**src/rtl/fetch_sequencer_pkg.sv**
```systemverilog
// fetch_sequencer_pkg: shared state encoding and constants for the fetch sequencer
package fetch_sequencer_pkg;
   typedef enum logic [1:0] {IDLE = 2'd0, FETCH = 2'd1, DISCARD = 2'd2} state_t;
   localparam int WORD_BYTES = 4;
   localparam logic [31:0] RESET_PC_DEFAULT = 32'h0000_0000;
endpackage

```
**src/rtl/fetch_fifo.sv**
```systemverilog
// fetch_fifo: synchronous instruction buffer with push/pop/flush and occupancy count
module fetch_fifo #(
   parameter int WIDTH = 64,
   parameter int DEPTH = 2,
   localparam int AW = $clog2(DEPTH),
   localparam int CW = AW + 1
) (
   input  logic             clk,
   input  logic             reset,
   input  logic             push_i,
   input  logic             pop_i,
   input  logic             flush_i,
   input  logic [WIDTH-1:0] data_i,
   output logic [WIDTH-1:0] data_o,
   output logic [CW-1:0]    count_o,
   output logic             full_o,
   output logic             empty_o
);
   logic [WIDTH-1:0] mem_q [DEPTH];
   logic [AW-1:0] wr_q, rd_q;
   logic [CW-1:0] count_q;
   logic do_push, do_pop;
   assign full_o  = count_q == CW'(DEPTH);
   assign empty_o = count_q == '0;
   assign do_push = push_i && !full_o;
   assign do_pop  = pop_i && !empty_o;
   assign data_o  = mem_q[rd_q];
   assign count_o = count_q;
   always_ff @(posedge clk or negedge reset)
      if (!reset) begin
         wr_q    <= '0;
         rd_q    <= '0;
         count_q <= '0;
         for (int i = 0; i < DEPTH; i++) mem_q[i] <= '0;
      end else if (flush_i) begin
         wr_q    <= '0;
         rd_q    <= '0;
         count_q <= '0;
      end else begin
         if (do_push) begin
            mem_q[wr_q] <= data_i;
            wr_q        <= wr_q + AW'(1);
         end
         if (do_pop) rd_q <= rd_q + AW'(1);
         count_q <= count_q + CW'(do_push) - CW'(do_pop);
      end
endmodule

```
**src/rtl/fetch_sequencer.sv**
```systemverilog
// fetch_sequencer: owns the PC, issues one outstanding fetch at a time and buffers
// returned words for decode; branches flush the buffer and drop in-flight responses.
module fetch_sequencer
   import fetch_sequencer_pkg::*;
#(
   parameter int                    DATA_WIDTH = 32,
   parameter int                    FIFO_DEPTH = 2,
   parameter logic [DATA_WIDTH-1:0] RESET_PC   = RESET_PC_DEFAULT
) (
   input  logic                  clk,
   input  logic                  reset,
   output logic                  o_Mem_Req,
   output logic [DATA_WIDTH-1:0] o_Mem_Address,
   input  logic                  i_Mem_Ready,
   input  logic [DATA_WIDTH-1:0] i_Mem_Instruction,
   input  logic                  i_Stall,
   input  logic                  i_Branch_Taken,
   input  logic [DATA_WIDTH-1:0] i_Branch_Address,
   output logic                  o_Valid,
   output logic [DATA_WIDTH-1:0] o_Instruction,
   output logic [DATA_WIDTH-1:0] o_PC
);
   localparam int CW = $clog2(FIFO_DEPTH) + 1;
   state_t state_q;
   logic req_q;
   logic [DATA_WIDTH-1:0] pc_q, target;
   logic [2*DATA_WIDTH-1:0] head;
   logic [CW-1:0] count;
   logic [CW:0] level;
   logic full, empty, push, pop, room;
   always_comb begin
      target = i_Branch_Address & ~DATA_WIDTH'(3);
      pop    = !empty && !i_Stall && !i_Branch_Taken;
      push   = state_q == FETCH && i_Mem_Ready && !i_Branch_Taken;
      level  = {1'b0, count} + (CW+1)'(push) - (CW+1)'(pop);
      // a push can never reach a full buffer, so full only frees up through a pop
      room   = full ? pop : level < (CW+1)'(FIFO_DEPTH);
   end
   fetch_fifo #(.WIDTH(2*DATA_WIDTH), .DEPTH(FIFO_DEPTH)) u_fifo (
      .clk(clk), .reset(reset), .push_i(push), .pop_i(pop), .flush_i(i_Branch_Taken),
      .data_i({i_Mem_Instruction, pc_q}), .data_o(head), .count_o(count),
      .full_o(full), .empty_o(empty)
   );
   always_ff @(posedge clk or negedge reset)
      if (!reset) begin
         state_q <= IDLE;
         req_q   <= 1'b0;
         pc_q    <= RESET_PC;
      end else if (i_Branch_Taken) begin
         pc_q    <= target;
         state_q <= (state_q != IDLE && !i_Mem_Ready) ? DISCARD : FETCH;
         req_q   <= !(state_q != IDLE && !i_Mem_Ready);
      end else if (state_q == IDLE) begin
         state_q <= room ? FETCH : IDLE;
         req_q   <= room;
      end else if (i_Mem_Ready) begin
         pc_q    <= state_q == FETCH ? pc_q + DATA_WIDTH'(WORD_BYTES) : pc_q;
         state_q <= (state_q == DISCARD || room) ? FETCH : IDLE;
         req_q   <= state_q == DISCARD || room;
      end
   assign o_Mem_Req     = req_q;
   assign o_Mem_Address = pc_q;
   assign o_Valid       = !empty;
   assign o_Instruction = head[2*DATA_WIDTH-1:DATA_WIDTH];
   assign o_PC          = head[DATA_WIDTH-1:0];
endmodule
```
**config.mk**
```make
export PLATFORM = sky130hd
export DESIGN_NAME = fetch_sequencer
export DESIGN_NICKNAME = d
export VERILOG_FILES = /design/src/rtl/fetch_sequencer_pkg.sv /design/src/rtl/fetch_fifo.sv /design/src/rtl/fetch_sequencer.sv
export SDC_FILE = /design/constraint.sdc
export NUM_CORES = 1
export LEC_CHECK = 0
export BUFFER_PORTS_ARGS = -buffer_cell sky130_fd_sc_hd__buf_4
export CAP_MARGIN = 5
export CORE_ASPECT_RATIO = 0.9
export CORE_MARGIN = 4
export CORE_UTILIZATION = 37
export CTS_CLUSTER_DIAMETER = 80
export DETAILED_ROUTE_END_ITERATION = 12
export SETUP_SLACK_MARGIN = 0.2
export SYNTH_ARGS = -nofsm -noshare
export SYNTH_HDL_FRONTEND = slang
export SYNTH_SLANG_ARGS = --single-unit
export TNS_END_PERCENT = 5
```
**constraint.sdc**
```tcl
create_clock -name clk -period 5.4 [get_ports clk]
set_clock_uncertainty 0.2 [all_clocks]
set_input_delay 0.81 -clock clk [delete_from_list [all_inputs] [get_ports clk]]
set_output_delay 0.81 -clock clk [all_outputs]
set_load 0.01 [all_outputs]
```
# Word level (Yosys, flattened, before mapping)
# Cells that the tools add are included.
# Widths: inputs -> output; s select.
# totals
regBits,167
input_bits,69
out_inout_bits,98
word_cells,76
# op_classes
n_addsub,7
n_bitwise,3
n_reduce_logical,25
n_lt_le_gt_ge,4
mux,25
eq_ne,4
# op_table
cell,count
$mux 64,4
$bwmux 128,1
$mux 32,4
$demux 64 s1,1
$add 32x3->32 const B,1
$mux 1,10
$mux 2,5
$reduce_bool 2->1,5
$logic_and 1x1->1,8
$logic_not 1->1,6
$eq 2x2->1 const B,2
$ge 2x2->1 const B,2
$logic_not 2->1,2
$not 1->2,2
$add 2x1->3,1
$lt 3x2->1 const B,1
$reduce_and 3->1,1
$reduce_bool 3->1,1
$sub 3x1->3,1
$add 1x1->1 const B,2
$add 2x1->2,1
$eq 2x1->1 const B,1
$lt 2x1->1 const B,1
$ne 2x2->1 const B,1
other kinds (4),4

# Logic depth before layout (Yosys ltp)
# Gate-level depths: netlist (run 1).
# logic_depth
word_depth,12
depth_mapped,10
depth_no_buf,10

# Hierarchy
# A second synthesis (run 1) with hierarchy kept.
# unflattened
hier_cells,601
area_unflattened_um2,7763.7
# modules_own_cells
mod,cells_per_inst,seq_area_each_um2,area_per_inst_um2,instances
fetch_fifo,365,3303.2,5743.0,1
fetch_sequencer,236,800.8,2020.7,1

# Worst setup path after synthesis (run 1)
# Ideal clock, no wire load.
# synth_timing
path_kind,input-to-reg
startpoint,input i_Branch_Taken
endpoint,register state_q[0]
arrival_ns,2.366
stages,7
required_ns,5.067
setup_time_ns,0.133
setup_slack_ns,2.701
path_buffers,1
cell_sequence,clkbuf_1 or3_1 fa_1 nand3_1 o21ai_0 a2111oi_0 nor2_1
# synth_between
elab_chain_cells,11
word_cells_on_any_way,14
classes_between,add/sub (2); order compare (1); mux (6); reduce/logical (5)
# synth_lines
element,line_no,rtl
from (decl),fetch_sequencer.sv:17,"input logic i_Branch_Taken,"
$logic_not 1->1,"fetch_sequencer.sv:33, fetch_sequencer.sv:34",
$logic_and 1x1->1,fetch_sequencer.sv:34,push = state_q == FETCH && i_Mem_Ready && !i_Branch_Taken;
$add 2x1->3,fetch_sequencer.sv:35,"level = {1'b0, count} + (CW+1)'(push) - (CW+1)'(pop);"
$sub 3x1->3,fetch_sequencer.sv:35,
$lt 3x2->1,fetch_sequencer.sv:37,room = full ? pop : level < (CW+1)'(FIFO_DEPTH);
$mux 1,fetch_sequencer.sv:37,
$logic_or 1x1->1,fetch_sequencer.sv:58,state_q <= (state_q == DISCARD || room) ? FETCH : IDLE;
$mux 1,fetch_sequencer.sv:58,
$mux 2,fetch_sequencer.sv:56,end else if (i_Mem_Ready) begin
$mux 2,fetch_sequencer.sv:53,end else if (state_q == IDLE) begin
$mux 2,fetch_sequencer.sv:49,end else if (i_Branch_Taken) begin
to (signal assigned),fetch_sequencer.sv:51,state_q <= (state_q != IDLE && !i_Mem_Ready) ? DISCARD : FETCH;
to (signal assigned),fetch_sequencer.sv:54,state_q <= room ? FETCH : IDLE;
to (signal assigned),fetch_sequencer.sv:58,
to (decl),fetch_sequencer.sv:24,state_t state_q;
# Several ways; a longest one is shown, not always the timed one. The select of a mux whose other input is x is not followed.
# A chain may end at the register's enable or synchronous reset.

# Worst setup path after layout (run 1)
# layout_timing
startpoint,register u_fifo.rd_q
endpoint,output o_Instruction[19]
# layout_between
elab_chain_cells,4
# layout_lines
element,line_no,rtl
from (decl),fetch_fifo.sv:20,"logic [AW-1:0] wr_q, rd_q;"
from (signal assigned),fetch_fifo.sv:44,if (do_pop) rd_q <= rd_q + AW'(1);
$not 1->2 (implied by the code),fetch_fifo.sv:27,assign data_o = mem_q[rd_q];
$mux 64 (implied by the code) (3 in a row),fetch_fifo.sv:27,
to (decl),fetch_sequencer.sv:20,"output logic [DATA_WIDTH-1:0] o_Instruction,"
# Every way passes these cells. The select of a mux whose other input is x is not followed.

==> flow_summary_export.csv, run 1 <==
group,metric,value,unit
logic_synthesis,synth_top_area_share,0.535,
routing,wl_met1,7.74,mm
grt,grt.total_usage,0.154,
clocking,post_cts_buffers,0,
routing,routedWlPerCell,17.3,um
power,pwr-share-seq,0.419,
routing,wl_met3,960,um
routing,ant_nets,0,
floorplanning,fp.dieH,143,um
worst_setup_path,worstReg2RegEnd,"state_q[0]",
placed_design,pre_cts_slack,2230,ps
hold_path,holdPathEnd,"u_fifo.mem_q[69]",
run,maxCapViolCount,0,
power,leakage,0.00426,uW
logic_synthesis,ys_types,37,
clocking,cts_sinks,160,
power,finalPower,4630,uW
floorplanning,ios,167,
clocking,cts_buffer_depth,2,
timing,period_share,0.653,
clocking,path_clk_slew,60,ps
logic_synthesis,synth_top_flop_cell,"dfrtp_1",
worst_setup_path,required,4390,ps
routing,drtPass1Iterations,4,
clocking,htree_levels,4,
final_layout,syn_to_final_growth,24.9,%
logic_synthesis,synth.area.top_cells,"dfrtp_1 54%, mux2_2 25%, xor2_1 2.8%",
hold_path,worstHoldPathCells,1,
logic_synthesis,yosys-top-cells-count,"169 x mux2_2, 160 x dfrtp_1, 40 x nand2_1, 32 x o21ai_0, 24 x xor2_1",
timing,hold_slack,284,ps
worst_setup_path,critPathKind,"reg2out",
routing,routed_via_density,5.01,
power,switching_share,0.295,
timing,relSlewSlack,0.283,
logic_synthesis,syn_area_per_cell,13.1,um2
routing,dr.max_layer_used,"met4",
grt,gr-total-overflow,0,
final_layout,nets,792,
logic_synthesis,synth_area,7480,um2
logic_synthesis,yosysSeqAreaShare,0.535,
floorplanning,design.core.area,19900,um2
routing,drt-initial-drc-count,196,
clocking,cts_resized,0,
timing,finalMaxSlewViolations,0,
power,p_comb_frac,0.338,
worst_setup_path,path_max_fanout,42,
floorplanning,rows,49,
logic_synthesis,synth_edf_count,0,
placed_design,numPortBuffers,160,
power,powerDensity,496,nW/um2
logic_synthesis,synth_most_common_cell,"mux2_2",
routing,route.detailed.drc,0,
grt,grt_pass1_vias,5283,
logic_synthesis,synth_top_area_cell,"dfrtp_1",
final_layout,register_area,4010,um2
placed_design,place_congestion,0.739,
routing,routed_wl,17.0,mm
floorplanning,die_w,158,um
routing,via_count,4940,
final_layout,nFillCells,1789,
logic_synthesis,synthCells,570,
worst_setup_path,r2r-start,"state_q[1]",
logic_synthesis,ys_ff_latch,160,
timing,rsz0062_at_grt,"no",
run_status,status,"finished, final reports clean",
grt,antenna_found_initial,0,
timing,fin_crit,3530,ps
logic_synthesis,synthArstFlopShare,1.00,
power,clkPwrFrac,0.243,
final_layout,diodes,0,
grt,grt_pass1_wl,27.4,mm
timing,fin_tns_setup,0,ps
clocking,cts_tree,"yes",
timing,hold_viol,0,
timing,tightest_slew,1070,ps
timing,finalWorstSetupSlack,1870,ps
clocking,numCtsBuffers,17,
power,vdd_ir_drop_max,0.000199,V
clocking,clk_latency,420,ps
worst_setup_path,critPathLaunchType,"flop",
floorplanning,start_util,0.375,
worst_setup_path,cp-end-kind,"output pin",
hold_path,hp-class,"reg2reg",
floorplanning,design.die.area,22600,um2
power,internal_power,3260,uW
hold_path,hp-start,"u_fifo.mem_q[69]",
final_layout,multi_input_area,3210,um2
grt,grt_max_degree,114,
worst_setup_path,critPathArrivalTime,2520,ps
final_layout,drive_gt1_frac,0.504,
power,p_sw,1370,uW
worst_setup_path,r2r_setup_slack,2860,ps
logic_synthesis,ys_warn_count,0,
clocking,cts_hold_buf,0,
placed_design,hpwl,11.2,mm
clocking,cts_root_buf,"clkbuf_16",
routing,wl_met2,8.17,mm
timing,fmax,284,MHz
timing,setup_viol,0,
worst_setup_path,r2r_cells,7,
-- stage by stage --
stage | cells | util | instance area [um2]
2_1_floorplan | 573 | - | 7490
3_3_place_gp | 955 | 0.441 | 8790
3_5_place_dp | 955 | 0.441 | 8790
4_1_cts | 987 | 0.469 | 9340
5_1_grt | 987 | 0.469 | 9340
6_report | 987 | 0.469 | 9340
-- per-layer routing --
| layer | vias to the layer above | track usage |
|---|---|---|
| li1 | 2309 | - |
| met3 | 16 | 0.0467 |
| met1 | 2492 | 0.207 |
| met5 | - | 0 |
| met4 | 0 | 0.0398 |
| met2 | 123 | 0.246 |
-- cell families (layout without fill, tap and decap cells) --
kind of cell / count (synthesis) / after routing / share of synthesized area
multiplexers: 186 / 186 / 0.280
flip-flops: 160 / 160 / 0.535
AND/OR/NAND/NOR: 105 / 105 / 0.0755
buffers and inverters: 42 / 201 / 0.0370
AO/OA/AOI/OAI: 41 / 41 / 0.0279
XOR/XNOR: 31 / 31 / 0.0363
adder cells (fa/ha/maj): 4 / 4 / 0.00770
other: 1 / 4 / 0.000501
-- layout by cell type (no fill, tap or decap), types with 5 or more instances in the layout --
cell       count
nand3_1       10
buf_4        163
mux2_1        15
mux2_2       169
o21ai_0       32
xnor2_1        7
nand4_1       16
dfrtp_1      159
clkbuf_16     17
nand2_1       40
and3_1         8
a21oi_1        5
inv_1          5
xor2_1        24
nor2_1        10
-- worst max-delay path: stages (launching register included) --
cell     delay (ps)
dfrtp_2        1080
buf_4           470
mux2_2          400
buf_4           150
-- flip-flops by register name (all words and copies together) (netlist names) --
signal / count
o_Mem_Address: 30
u_fifo.mem_q: 124
u_fifo.count_o: 2
u_fifo.wr_q: 1
u_fifo.rd_q: 1
state_q: 2
-- cell type report --
type / count / share of cell area
clock buffer: 20 / 0.0468
inverter: 5 / 0.00201
timing repair buffer: 164 / 0.132
multi-input combinational: 371 / 0.344
sequential: 160 / 0.429
tap: 255 / 0.0342
clock inverter: 12 / 0.0118
-- how the worst max path moves through the flow --
stage / cells past startpoint / start / endpoint
2_1_floorplan: 7 / i_Branch_Taken / state_q[0]
3_3_place_gp: 3 / u_fifo.rd_q / o_Instruction[12]
3_5_place_dp: 3 / u_fifo.rd_q / o_Instruction[19]
4_1_cts: 3 / u_fifo.rd_q / o_Instruction[19]
5_1_grt: 3 / u_fifo.rd_q / o_Instruction[19]
6_report: 3 / u_fifo.rd_q / o_Instruction[19]
-- power by group through the flow --
stage	combinational [uW]	clock [uW]	sequential, uW
after floorplan	964	0	1870
after global placement	1550	0	1920
after detailed placement	1590	0	1960
after CTS	1600	1160	1940
after global routing	1710	1220	2000
final	1560	1130	1940
No activity file was read; power rests on OpenSTA's default activity.
==> inputs of run 2 (changes only) <==
Settings changed: ABC_AREA set to 1.
Clock period 5.4 ns to 3 ns, I/O delays scaled along.
==> run 2 against run 1 <==
First-iteration DRC count is 110% higher. Combinational power grew 110%. Hold slack worse by 250 ps. Largest power group unchanged. Worst setup slack worse by 1500 ps. Wire length rose by 20%. Largest cell class unchanged. Sequential power up 81%. Design area is 6.0% higher. Area after synthesis is 4.0% higher. Cell count rose by 38%. Register-to-register slack got worse by 2300 ps. Sequential share of layout area down 2.4 points. Via count is 30% higher.
==> flow_summary_export.csv, run 2 <==
group,metric,value,unit
timing,relSlewSlack,0.572,
routing,routed_wl,20.4,mm
clocking,numCtsBuffers,17,
timing,fin_tns_setup,0,ps
routing,route.detailed.drc,0,
worst_setup_path,critPathLaunchType,"flop",
logic_synthesis,synthXorXnorAreaFrac,0.0101,
timing,period_share,0.865,
floorplanning,fp.dieH,146,um
routing,via_count,6400,
logic_synthesis,synthCells,909,
floorplanning,design.die.area,23400,um2
power,clkPwrFrac,0.246,
hold_path,hp-class,"in2reg",
final_layout,nFillCells,2051,
clocking,path_clk_slew,60,ps
clocking,cts_resized,0,
run_status,status,"finished, final reports clean",
clocking,cts_root_buf,"clkbuf_16",
logic_synthesis,synth_top_area_share,0.515,
timing,hold_viol,0,
routing,drtPass1Iterations,5,
final_layout,mostFrequentLayoutCells,"266 x nand2_1, 165 x buf_4, 159 x dfrtp_1",
logic_synthesis,synth_compound_area_frac,0.101,
power,powerDensity,901,nW/um2
worst_setup_path,path_max_fanout,19,
worst_setup_path,cp-end-kind,"output pin",
routing,ant_nets,0,
clocking,cts_tree,"yes",
timing,setup_viol,0,
grt,grt_pass1_wl,33.5,mm
logic_synthesis,synthArstFlopShare,1.00,
logic_synthesis,synth.area.top_cells,"dfrtp_1 51%, nand2_1 13%, mux2_2 9.0%",
power,p_comb_frac,0.359,
logic_synthesis,syn_area_per_cell,8.56,um2
run,maxCapViolCount,0,
logic_synthesis,synth_top_area_cell,"dfrtp_1",
final_layout,final_util,0.478,
grt,gr-total-overflow,0,
floorplanning,start_util,0.376,
worst_setup_path,required,2350,ps
power,p_sw,3020,uW
clocking,cts_sinks,160,
logic_synthesis,synthMuxAreaShare,0.0897,
final_layout,nets,1132,
clocking,cts_buffer_depth,2,
floorplanning,ios,167,
floorplanning,die_w,161,um
logic_synthesis,ys_warn_count,0,
placed_design,place_congestion,0.936,
clocking,clk_latency,430,ps
logic_synthesis,yosysSeqAreaShare,0.515,
timing,fin_crit,2600,ps
logic_synthesis,synth_fa_ha_area_frac,0.00740,
logic_synthesis,synth_most_common_cell,"nand2_1",
grt,grt_pass1_vias,6432,
routing,routed_via_density,4.71,
floorplanning,design.core.area,20700,um2
final_layout,final_common_cell,"nand2_1",
logic_synthesis,synth_area,7780,um2
grt,grt_max_degree,73,
logic_synthesis,synth_top_family_by_area,"simple AND/OR/NAND/NOR gates",
power,pwr-share-seq,0.395,
timing,rsz0062_at_grt,"no",
timing,finalMaxSlewViolations,0,
power,vdd_ir_drop_max,0.000360,V
final_layout,top_register,"u_fifo.mem_q",
logic_synthesis,ys_types,32,
placed_design,dp.cells,1325,
logic_synthesis,synthSimpleGateAreaFrac,0.201,
timing,fmax,385,MHz
final_layout,largest_reg_flops,124,
final_layout,syn_to_final_growth,27.2,%
routing,routedWlPerCell,15.0,um
clocking,htree_levels,4,
power,internal_power,5900,uW
worst_setup_path,critPathArrivalTime,1950,ps
logic_synthesis,yosys-top-cells-count,"266 x nand2_1, 160 x dfrtp_1, 85 x inv_1, 81 x o21ai_0, 65 x nor2_1",
worst_setup_path,critPathKind,"reg2out",
final_layout,fin_cells,1358,
logic_synthesis,ys_ff_latch,160,
power,leakage,0.00495,uW
worst_setup_path,r2r_setup_slack,590,ps
logic_synthesis,synth_top_flop_cell,"dfrtp_1",
logic_synthesis,synth_edf_count,0,
routing,drt-initial-drc-count,402,
timing,hold_slack,36.0,ps
timing,tightest_slew,639,ps
floorplanning,rows,50,
grt,antenna_found_initial,0,
placed_design,numPortBuffers,160,
final_layout,diodes,0,
grt,grt.total_usage,0.176,
power,switching_share,0.339,
final_layout,drive_gt1_frac,0.258,
placed_design,hpwl,14.6,mm
run 2: layout make-up:
cell class                      instances  area [um2]  share of cell area
Timing Repair Buffer                  174        1400               0.141
Clock inverter                         11         128              0.0129
Multi-Input combinational cell        620        3210               0.325
Clock buffer                           21         470              0.0475
Tap cell                              286         358              0.0362
Inverter                               86         323              0.0326
Sequential cell                       160        4010               0.405
run 2: repair_timing:
item | in CTS | in global routing
setup buffers | 0 | 0
setup endpoints to repair | 0 | 0
hold buffers | 1 | 0
endpoints found under the hold margin | 58 | 0
run 2: per-layer routing:
metal	vias up	GRT usage	routed length, um
met2	180	0.264	8860
met5	-	0	0
met1	2993	0.258	10200
met4	0	0.0554	307
met3	18	0.0357	1040
li1	3209	-	-
run 2: final timing paths:
check                                           from                 to  cells after the start
worst max register to register     u_fifo.count_o[1]         state_q[0]                     11
min in group asynchronous                      reset   u_fifo.mem_q[62]                      2
max in group asynchronous                      reset        u_fifo.rd_q                      3
worst max-delay path                     u_fifo.rd_q           o_PC[19]                      3
worst min-delay path            i_Branch_Address[30]  o_Mem_Address[30]                      3
worst min register to register      u_fifo.mem_q[22]   u_fifo.mem_q[22]                      2
run 2: per-stage QoR:
stage	worst slack (ps)	instance area [um2]	total power (uW)
global placement	448	9290	6720
global route	311	9900	9550
CTS	359	9900	9030
floorplan	715	7790	5300
detailed placement	401	9290	6780
finish	405	9900	8920
run 2: cell families after synthesis:
family | count (synthesis)
multiplexers | 62
buffers and inverters | 132
XOR/XNOR | 9
other | 1
adder cells (fa/ha/maj) | 4
AO/OA/AOI/OAI | 151
AND/OR/NAND/NOR | 390
flip-flops | 160
run 2: power by group through the flow:
| stage | combinational [uW] | clock (uW) | sequential (uW) |
|---|---|---|---|
| 6_report | 3200 | 2200 | 3520 |
| 5_1_grt | 3570 | 2350 | 3640 |
| 4_1_cts | 3260 | 2250 | 3520 |
| 3_5_place_dp | 3230 | 0 | 3550 |
| 3_3_place_gp | 3200 | 0 | 3520 |
| 2_1_floorplan | 1900 | 0 | 3400 |
run 2: worst max-delay path, stage by stage (launching register included):
cell	delay, ps
dfrtp_2	700
buf_4	270
mux2_2	390
buf_4	160
